===== src/rtl/seq_multiplier_if.sv =====
// seq_multiplier_if: operand/handshake/result bundle for seq_multiplier.
//   start, signed_mode, x, y : request side (driven by master)
//   busy, done, z            : status and registered product (driven by slave)
interface seq_multiplier_if #(parameter int WIDTH = 4);
   logic                 start;
   logic                 signed_mode;
   logic [WIDTH-1:0]     x;
   logic [WIDTH-1:0]     y;
   logic                 busy;
   logic                 done;
   logic [2*WIDTH-1:0]   z;
   modport master(output start, signed_mode, x, y, input busy, done, z);
   modport slave(input start, signed_mode, x, y, output busy, done, z);
endinterface


===== src/rtl/seq_multiplier.sv =====
// seq_multiplier: radix-2 shift-add multiplier, fixed WIDTH-cycle latency.
//   clk   : rising-edge clock
//   rst_n : asynchronous active-low reset
//   bus   : slave side of seq_multiplier_if (start/signed_mode/x/y in,
//           busy/done/z out)
module seq_multiplier #(parameter int WIDTH = 4) (
   input logic          clk,
   input logic          rst_n,
   seq_multiplier_if.slave bus
);
   localparam int CW = $clog2(WIDTH);
   typedef enum logic [1:0] {IDLE, RUN, DONE} state_t;
   state_t               state, state_next;
   logic [2*WIDTH-1:0]   acc, mcand, sum, z_q;
   logic [WIDTH-1:0]     mplier, mag_x, mag_y;
   logic [CW-1:0]        cnt;
   logic                 neg, last;
   // Signed operands are reduced to magnitudes; the most negative value
   // negates to itself, whose unsigned pattern is exactly its magnitude.
   assign mag_x = (bus.signed_mode && bus.x[WIDTH-1]) ? -bus.x : bus.x;
   assign mag_y = (bus.signed_mode && bus.y[WIDTH-1]) ? -bus.y : bus.y;
   assign sum   = acc + (mplier[0] ? mcand : '0);
   assign last  = cnt == CW'(WIDTH - 1);
   assign bus.busy = state == RUN;
   assign bus.done = state == DONE;
   assign bus.z    = z_q;
   always_comb begin
      state_next = state;
      case (state)
         IDLE:    state_next = bus.start ? RUN : IDLE;
         RUN:     state_next = last ? DONE : RUN;
         default: state_next = IDLE;
      endcase
   end
   always_ff @(posedge clk or negedge rst_n)
      if (!rst_n) state <= IDLE;
      else state <= state_next;
   always_ff @(posedge clk or negedge rst_n)
      if (!rst_n) begin
         acc    <= '0;
         mcand  <= '0;
         mplier <= '0;
         neg    <= 1'b0;
         cnt    <= '0;
         z_q    <= '0;
      end else if (state == IDLE && bus.start) begin
         acc    <= '0;
         mcand  <= {{WIDTH{1'b0}}, mag_x};
         mplier <= mag_y;
         neg    <= bus.signed_mode & (bus.x[WIDTH-1] ^ bus.y[WIDTH-1]);
         cnt    <= '0;
      end else if (state == RUN) begin
         acc    <= sum;
         mcand  <= mcand << 1;
         mplier <= mplier >> 1;
         cnt    <= cnt + CW'(1);
         // Negating a zero magnitude yields zero, so no separate zero test.
         if (last) z_q <= neg ? -sum : sum;
      end
endmodule


===== src/flat_wrapper.sv =====
// flat-port wrapper written by rule: the top's interface ports become plain ports
module seq_multiplier_flat 
#(parameter int WIDTH = 4)
  (clk, rst_n, bus_start, bus_signed_mode, bus_x, bus_y, bus_busy, bus_done, bus_z);
  seq_multiplier_if #(.WIDTH(WIDTH)) bus_i ();
  input logic clk;
  input logic rst_n;
  input wire logic [$bits(bus_i.start)-1:0] bus_start;
  input wire logic [$bits(bus_i.signed_mode)-1:0] bus_signed_mode;
  input wire logic [$bits(bus_i.x)-1:0] bus_x;
  input wire logic [$bits(bus_i.y)-1:0] bus_y;
  output wire logic [$bits(bus_i.busy)-1:0] bus_busy;
  output wire logic [$bits(bus_i.done)-1:0] bus_done;
  output wire logic [$bits(bus_i.z)-1:0] bus_z;
  assign bus_i.start = bus_start;
  assign bus_i.signed_mode = bus_signed_mode;
  assign bus_i.x = bus_x;
  assign bus_i.y = bus_y;
  assign bus_busy = bus_i.busy;
  assign bus_done = bus_i.done;
  assign bus_z = bus_i.z;
  seq_multiplier #(.WIDTH(WIDTH)) u_core (.clk(clk), .rst_n(rst_n), .bus(bus_i));
endmodule

===== config.mk =====
export PLATFORM = sky130hd
export DESIGN_NAME = seq_multiplier_flat
export DESIGN_NICKNAME = d
export VERILOG_FILES = /design/src/rtl/seq_multiplier_if.sv /design/src/rtl/seq_multiplier.sv /design/src/flat_wrapper.sv
export SDC_FILE = /design/constraint.sdc
export NUM_CORES = 1
export LEC_CHECK = 0
export ABC_AREA = 0
export BUFFER_PORTS_ARGS = -buffer_cell sky130_fd_sc_hd__buf_2
export CORE_MARGIN = 1.5
export CORE_UTILIZATION = 52
export DETAILED_ROUTE_END_ITERATION = 16
export PLACE_DENSITY = 0.85
export SLEW_MARGIN = 30
export SYNTH_ARGS = -nofsm -noshare
export SYNTH_HDL_FRONTEND = slang
export SYNTH_SLANG_ARGS = --single-unit

===== constraint.sdc =====
create_clock -name clk -period 2.5 [get_ports clk]
set_input_delay 0.25 -clock clk [delete_from_list [all_inputs] [get_ports clk]]
set_output_delay 0.25 -clock clk [all_outputs]
set_load 0.02 [all_outputs]

==> flow_metrics.tcl, run 1 <==
set metrics [dict create \
    clk_pin_slew_ns 0.07 \
    path_class "reg -> reg" \
    seq_area_frac_synth_pct 41.6 \
    core_um2 3660 \
    cp-start-kind "flip-flop" \
    highest_layer "met4" \
    cts-buffers-inserted 5 \
    wl_met1_um 2080 \
    reg2reg_depth 10 \
    wl_met2_um 2870 \
    cp-endpoint "u_core.bus.z[7]$_DFFE_PN0P_" \
    wl_per_cell_um 17.2 \
    power.leakage_nw 1.21 \
    powerDensity_nw_per_um2 1650 \
    hold_buffers 0 \
    place_congestion 0.851 \
    fin_util_pct 72.1 \
    status "finished with violations" \
    synth_commonest_cells "33 x dfrtp_1, 26 x nand2_1, 20 x o21ai_0" \
    maxSlewHeadroom_pct 52.5 \
    peakVddDrop_uv 778 \
    hold_viol_final 0 \
    max_cap_viol_count 0 \
    clkLatencyLatePin_ns 0.29 \
    htreeDepth 2 \
    die_h_um 64.8 \
    synth.most_common_cell "dfrtp_1" \
    fin_ws_ns -0.233 \
    violations "negative setup slack" \
    r2r_start "u_core.mplier[0]$_DFFE_PN0P_" \
    crit_path_end_kind "flip-flop" \
    yosysTopAreaCellShare_pct 41.6 \
    yosysTopAreaCell "dfrtp_1" \
    root_buffer "clkbuf_8" \
    synthArstFlopShare_pct 100 \
    die_w_um 64.8 \
    rsz0062_at_grt "true" \
    layout.nets 290 \
    cp.arrival_ns 2.93 \
    tightest_slew_ns 0.713 \
    synth_area_leaders "dfrtp_1 42%, ha_1 6.9%, o21ai_0 5.0%" \
    vias_per_cell 6.11 \
    ys_types 47 \
    layout-drive-gt1-share_pct 31.2 \
    fmax_mhz 366 \
    ant_nets 0 \
    grt_usage_pct 26.4 \
    r2r_setup_slack_ns -0.23 \
    fin_worst_skew_ns 0.00624 \
    start_util_pct 54.3 \
    worst_ep_required_time_ns 2.70 \
    avgSynthCellArea_um2 9.11 \
    yosysWarningCount 0 \
    vias 1920 \
    period_share_pct 109 \
    grt_overflow 0 \
    cts_tree "yes" \
    yosys_most_used_dff "dfrtp_1" \
    antenna_cells 0 \
    syn_nets 242 \
    die_area_um2 4200 \
    r2r-end "u_core.bus.z[7]$_DFFE_PN0P_" \
    areaGrowthSynthToFinish_pct 32.8 \
    total_power_mw 4.35 \
    startpoint "u_core.mplier[0]$_DFFE_PN0P_" \
    grt_pass1_vias 1870 \
    final_max_slew_viol_count 0 \
    grt_pass1_wl_um 8340 \
    wirelength_um 5400 \
    dp_hpwl_um 3320 \
    io_buffers 21 \
    dr.pass1.iters 5 \
    syn_area_um2 1990 \
    pin_count 22 \
    hold_class "in -> async" \
    synth_cells 218 \
    antenna_found_initial 0 \
    synth-edff-count 0 \
    clock_path_buffers 2 \
    clock_sinks 33 \
    grt_max_degree 34 \
    row_count 22 \
    period_needed_ns 2.73 \
    wl_met3_um 301 \
    setup_viol 3 \
    synth-seq-cells 33 \
    drt-initial-drc-count 147 \
    drcViolationCount 0 \
    path_max_fanout 4 \
]
==> metrics by stage <==
stage	area [um2]	setup slack (ns)	instances	setup TNS [ns]	hold slack, ns
floorplan	1990	-0.150	218	-0.212	-0.0456
global placement	2280	-0.166	301	-0.246	0.338
detailed placement	2280	-0.254	301	-0.527	0.343
CTS	2500	-0.159	309	-0.172	0.0370
global route	2640	-0.315	314	-0.746	0.0745
finish	2640	-0.233	314	-0.432	0.00516
==> cells in the final DEF, fill, tap and decap left out, types with 3 or more instances in the layout <==
cell type / count
dfrtp_1: 33
nand2_1: 26
buf_4: 23
buf_2: 21
o21ai_0: 16
inv_1: 14
nor2_1: 12
a21oi_1: 10
o22ai_1: 10
a22o_1: 8
xor2_1: 7
ha_1: 6
and2_1: 5
clkbuf_8: 5
and2_4: 4
o21ai_1: 4
nand3_1: 4
ha_4: 4
or3_4: 3
nor3_1: 3
buf_6: 3
==> worst max-delay path: stages (launching register included) <==
cell and delay, ns:
dfrtp_1 0.41, buf_6 0.13, buf_6 0.11, and2_4 0.14, ha_4 0.24, and2_4 0.14, a221o_1 0.34, or3_4 0.40
a211o_1 0.30, o2111a_1 0.25, o31ai_2 0.18
==> worst min-delay path by stage <==
stage,from,endpoint,cells after the start
after floorplan,rst_n,u_core.acc[0]$_DFFE_PN0P_,0
after global placement,rst_n,u_core.bus.z[0]$_DFFE_PN0P_,1
after detailed placement,rst_n,u_core.bus.z[2]$_DFFE_PN0P_,1
after CTS,rst_n,u_core.mplier[3]$_DFFE_PN0P_,1
after global routing,rst_n,u_core.neg$_DFFE_PN0P_,1
final,rst_n,u_core.bus.z[2]$_DFFE_PN0P_,1
==> where the power goes <==
part | leakage (nW) | internal (mW) | total (mW) | switching, mW
Sequential | 0.418 | 0.780 | 0.984 | 0.204
Clock | 0.0540 | 0.289 | 0.480 | 0.190
Combinational | 0.737 | 1.35 | 2.89 | 1.53
==> flip-flops by register name, summed over array words and instances (netlist names) <==
| register | count |
|---|---|
| u_core.mcand | 8 |
| u_core.neg | 1 |
| u_core.acc | 8 |
| u_core.mplier | 4 |
| u_core.state | 2 |
| u_core.bus.z | 8 |
| u_core.cnt | 2 |
==> layout make-up <==
cell class / instances / area (um2)
sequential: 33 / 826
inverter: 15 / 56.3
fill: 247 / 1020
clock buffer: 5 / 68.8
multi-input combinational: 164 / 1280
timing repair buffer: 47 / 312
clock inverter: 2 / 35.0
tap: 48 / 60.1
==> cell families (layout without fill, tap and decap cells) <==
family	count (synthesis)	count (layout)	share of synthesized area, %
AO/OA/AOI/OAI	70	70	23.7
XOR/XNOR	10	10	4.41
adder cells (fa/ha/maj)	12	12	7.93
buffers and inverters	21	69	3.97
flip-flops	33	33	41.6
multiplexers	2	2	1.01
AND/OR/NAND/NOR	70	70	17.4
==> timing repair <==
action,4_1_cts,5_1_grt
cloned,0,0
buffers inserted,1,5
setup endpoints to repair,4,4
pin swaps,10,10
gates resized for setup,20,21
==> per-layer routing <==
layer | up-vias | global-route usage [%]
met1 | 936 | 29.7
met5 | - | 0
met4 | 0 | 14.4
met3 | 15 | 6.08
met2 | 85 | 46.1
li1 | 884 | -
Note: power is estimated with default switching activity, not from simulation.
==> run 2, diff against run 1 <==
RECOVER_POWER = 50   (was not set)
==> flow_metrics.tcl, run 2 (synthesis gave the netlist of run 1 again) <==
set metrics [dict create \
    cts-buffers-inserted 5 \
    whs_ns 0.268 \
    layout-drive-gt1-share_pct 30.1 \
    r2r_start "u_core.mplier[0]$_DFFE_PN0P_" \
    areaGrowthSynthToFinish_pct 32.6 \
    setup_tns_ns -0.399 \
    layout_commonest_cell "dfrtp_1" \
    p_int_mw 2.42 \
    layout_common_cells "33 x dfrtp_1, 26 x nand2_1, 23 x buf_4, 18 x buf_2, 16 x o21ai_0" \
    period_share_pct 109 \
    path_max_fanout 4 \
    cts_tree "yes" \
    p_switching_mw 1.93 \
    die_area_um2 4200 \
    die_w_um 64.8 \
    grt_pass1_vias 1870 \
    cp-endpoint "u_core.bus.z[7]$_DFFE_PN0P_" \
    crit_chain "buf_6, buf_6, and2_4, ha_4, and2_4, a221o_1, or3_4, a211o_1, o2111a_1, o31ai_2" \
    startpoint "u_core.mplier[0]$_DFFE_PN0P_" \
    total_power_mw 4.35 \
    clock_sinks 33 \
    antenna_cells 0 \
    fin_ws_ns -0.222 \
    cp.arrival_ns 2.92 \
    hp-start "bus_signed_mode" \
    wirelength_um 5390 \
    clk_pin_slew_ns 0.06 \
    r2r_setup_slack_ns -0.22 \
    rsz0062_at_grt "true" \
    cp_num_cells 10 \
    dp_hpwl_um 3320 \
    r2r-end "u_core.bus.z[7]$_DFFE_PN0P_" \
    tightest_slew_ns 1.70 \
    grt_usage_pct 26.4 \
    start_util_pct 54.3 \
    drcViolationCount 0 \
    switching_share_pct 44.4 \
    die_h_um 64.8 \
    powerDensity_nw_per_um2 1650 \
    max_stage_delay_ns 0.41 \
    final_max_slew_viol_count 34 \
    path_class "reg -> reg" \
    worst_ep_required_time_ns 2.70 \
    grt_use_met2_pct 46.1 \
    use_met1_pct 29.7 \
    maxSlewHeadroom_pct -13.6 \
    placed_cells 301 \
    cp-start-kind "flip-flop" \
    fin_worst_skew_ns 0.00621 \
    fmax_mhz 367 \
    hold_buffers 0 \
    clkLatencyLatePin_ns 0.29 \
    root_buffer "clkbuf_8" \
    ant_nets 0 \
    pin_count 22 \
    htreeDepth 2 \
    seq_power_share_pct 22.7 \
    finalNonFillerCells 314 \
    grt_max_degree 34 \
    layout.nets 290 \
    power.leakage_nw 1.20 \
    p_comb_share_pct 66.3 \
    core_um2 3660 \
    grtUsageMet3_pct 6.08 \
    multi_input_area_um2 1280 \
    violations "max-capacitance violations, max-slew violations, negative setup slack" \
    regArea_um2 826 \
    vias_per_cell 6.18 \
    status "finished with violations" \
    max_cap_viol_count 1 \
    clock_path_buffers 2 \
    peakVddDrop_uv 779 \
    critPathBufInv 2 \
    wl_per_cell_um 17.2 \
    grt_overflow 0 \
    fillers 249 \
    cp_top_family "compound AO/OA/AOI/OAI gates" \
    critPathSlowestCell "dfrtp_1" \
    hold_viol_final 0 \
    place_congestion 0.851 \
    grt_pass1_wl_um 8340 \
    busiest_layer "met2" \
    antenna_found_initial 0 \
    period_needed_ns 2.72 \
    crit_path_end_kind "flip-flop" \
    dr.pass1.iters 6 \
    drt-initial-drc-count 147 \
    hold_class "in -> reg" \
    io_buffers 21 \
    row_count 22 \
    setup_viol 3 \
    clkPwrFrac_pct 11.1 \
    vias 1939 \
    reg2reg_depth 10 \
]
run 2: layer usage:
metal | vias up | routed length (um)
li1 | 884 | -
met1 | 948 | 2060
met5 | - | 0
met4 | 0 | 238
met2 | 86 | 2790
met3 | 21 | 307
run 2: worst min-delay path by stage:
stage / endpoint / slack, ns / cells after the start
2_1_floorplan: u_core.acc[0]$_DFFE_PN0P_ / -0.05 / 0
3_3_place_gp: u_core.bus.z[0]$_DFFE_PN0P_ / 0.34 / 1
3_5_place_dp: u_core.bus.z[2]$_DFFE_PN0P_ / 0.34 / 1
4_1_cts: u_core.mplier[3]$_DFFE_PN0P_ / 0.04 / 1
5_1_grt: u_core.neg$_DFFE_PN0P_ / 0.28 / 3
6_report: u_core.neg$_DFFE_PN0P_ / 0.27 / 3
run 2: final cells by class:
| cell class | count | area share [%] |
|---|---|---|
| flip-flops and latches | 33 | 31.3 |
| well taps | 48 | 2.28 |
| inverters | 15 | 2.14 |
| clock buffers | 5 | 2.61 |
| repair buffers | 47 | 11.7 |
| multi-input cells | 164 | 48.6 |
| clock inverters | 2 | 1.33 |
run 2: what timing repair did:
action,CTS,global route
setup buffers,1,5
gates cloned,0,0
pin swaps,10,10
endpoints found under the setup margin,4,4
resized for setup,20,21
run 2: worst min-delay path, delay by kind of cell:
kind	cells	cell delay, ns
buf+inv	1	0.13
simple gates	2	0.14
run 2: power groups by stage:
stage | combinational, mW | sequential, mW | clock, mW
6_report | 2.88 | 0.984 | 0.481
3_3_place_gp | 2.10 | 0.956 | 0
2_1_floorplan | 1.39 | 0.995 | 0
5_1_grt | 3.10 | 1.00 | 0.509
4_1_cts | 2.42 | 0.967 | 0.481
3_5_place_dp | 2.19 | 0.966 | 0
run 2: per-stage QoR:
| stage | setup slack [ns] | util (%) | area (um2) |
|---|---|---|---|
| global route | -0.315 | 72.0 | 2640 |
| CTS | -0.159 | 68.3 | 2500 |
| floorplan | -0.150 | - | 1990 |
| global placement | -0.166 | 62.4 | 2280 |
| detailed placement | -0.254 | 62.4 | 2280 |
| finish | -0.222 | 72.0 | 2640 |
==> run 3, diff against run 2 <==
CORE_MARGIN = not set   (was 1.5)
TNS_END_PERCENT = 20   (was not set)
==> flow_metrics.tcl, run 3 (synthesis gave the netlist of run 1 again) <==
set metrics [dict create \
    status "finished with violations" \
    violations "max-capacitance violations, max-slew violations, negative setup slack" \
    powerDensity_nw_per_um2 1550 \
    setup_viol 4 \
    vias 1808 \
    die_area_um2 4070 \
    final_max_slew_viol_count 34 \
    vias_per_cell 5.83 \
    hold_class "in -> reg" \
    whs_ns 0.263 \
    clk_pin_slew_ns 0.07 \
    wirelength_um 4530 \
    grt_pass1_wl_um 7620 \
    core_um2 3660 \
    grt_pass1_vias 1678 \
    drcViolationCount 0 \
    ant_nets 0 \
    grt_usage_pct 24.5 \
    period_share_pct 107 \
    hold_buffers 0 \
    cts-buffers-inserted 5 \
    tightest_slew_ns 1.68 \
    pin_count 22 \
    clock_sinks 33 \
    max_cap_viol_count 1 \
    clock_path_buffers 2 \
    drt-initial-drc-count 114 \
    fin_worst_skew_ns 0.00642 \
    finalInstanceArea_um2 2440 \
    dp_hpwl_um 3220 \
    layout_commonest_cell "dfrtp_1" \
    maxSlewHeadroom_pct -12.1 \
    io_buffers 21 \
    rsz0062_at_grt "true" \
    clkLatencyLatePin_ns 0.29 \
    wl_per_cell_um 14.6 \
    cp-start-kind "flip-flop" \
    cts_tree "yes" \
    die_w_um 63.8 \
    start_util_pct 54.3 \
    fmax_mhz 373 \
    antenna_found_initial 0 \
    crit_path_end_kind "flip-flop" \
    hold_viol_final 0 \
    layout-drive-gt1-share_pct 23.3 \
    grt_max_degree 34 \
    cp.arrival_ns 2.88 \
    row_count 22 \
    dr.pass1.iters 4 \
    layout.nets 285 \
    fin_ws_ns -0.179 \
    die_h_um 63.8 \
    power.leakage_nw 1.15 \
    place_congestion 0.848 \
    worst_ep_required_time_ns 2.70 \
    peakVddDrop_uv 738 \
    placed_area_um2 2280 \
    htreeDepth 2 \
    path_max_fanout 6 \
    path_class "reg -> reg" \
    layout_common_cells "33 x dfrtp_1, 26 x nand2_1, 21 x buf_4, 19 x o21ai_0, 17 x buf_2" \
    antenna_cells 0 \
    r2r_setup_slack_ns -0.18 \
    period_needed_ns 2.68 \
    root_buffer "clkbuf_8" \
    areaGrowthSynthToFinish_pct 22.7 \
    grt_overflow 0 \
]
[run 3: changes by cell type in the layout (fill, tap and decap cells not counted), moves of 3 or more]
cell and delta:
ha_4 -4, and2_1 +3, ha_1 +4, and2_4 -3, o21ai_0 +3, buf_6 -3
[run 3: final cells by class]
type	instances	area (um2)
fill	281	1220
multi-input combinational	164	1160
sequential	33	826
timing repair buffer	42	258
clock buffer	6	72.6
tap	48	60.1
inverter	15	56.3
clock inverter	2	10.0
[run 3: worst paths after layout]
check	from	end	cells after the start
min in group asynchronous	rst_n	u_core.bus.z[6]$_DFFE_PN0P_	1
hold reg to reg	u_core.bus.z[6]$_DFFE_PN0P_	u_core.bus.z[6]$_DFFE_PN0P_	2
setup reg to reg	u_core.mplier[0]$_DFFE_PN0P_	u_core.bus.z[7]$_DFFE_PN0P_	9
hold / removal	bus_signed_mode	u_core.neg$_DFFE_PN0P_	3
max in group asynchronous	rst_n	u_core.acc[6]$_DFFE_PN0P_	1
setup / recovery	u_core.mplier[0]$_DFFE_PN0P_	u_core.bus.z[7]$_DFFE_PN0P_	9
[run 3: critical path, cell delays in order (launching register included)]
cell	delay [ns]
dfrtp_1	0.43
and2_1	0.16
ha_1	0.20
fa_2	0.36
xor2_1	0.19
or3_4	0.35
o21bai_4	0.20
a211o_1	0.29
o2111a_1	0.25
o31ai_2	0.16
[run 3: repair_timing]
action,in CTS,in global routing
pin swaps,1,1
buffers inserted,0,1
resized for setup,6,7
setup endpoints to repair,4,4
[run 3: per-layer routing]
metal / GRT usage [%] / share of wire, % / vias to the layer above
li1: - / - / 874
met1: 30.6 / 44 / 856
met2: 40.8 / 49 / 60
met3: 5.36 / 4.2 / 18
met4: 9.66 / 2.9 / 0
met5: 0 / 0 / -
[run 3: metrics by stage]
stage	setup TNS, ns	setup WS, ns	utilization (%)	power, mW	std cells
after floorplan	-0.212	-0.150	-	2.38	218
after global placement	-0.279	-0.170	62.4	3.04	301
after detailed placement	-0.551	-0.287	62.4	3.13	301
after CTS	-0.281	-0.171	65.4	3.60	309
after global routing	-0.898	-0.293	66.6	4.10	310
final	-0.318	-0.179	66.6	3.78	310
[run 3: report_power, final]
part	switching, mW	internal (mW)
clock network	0.188	0.193
registers	0.184	0.780
logic	1.32	1.11
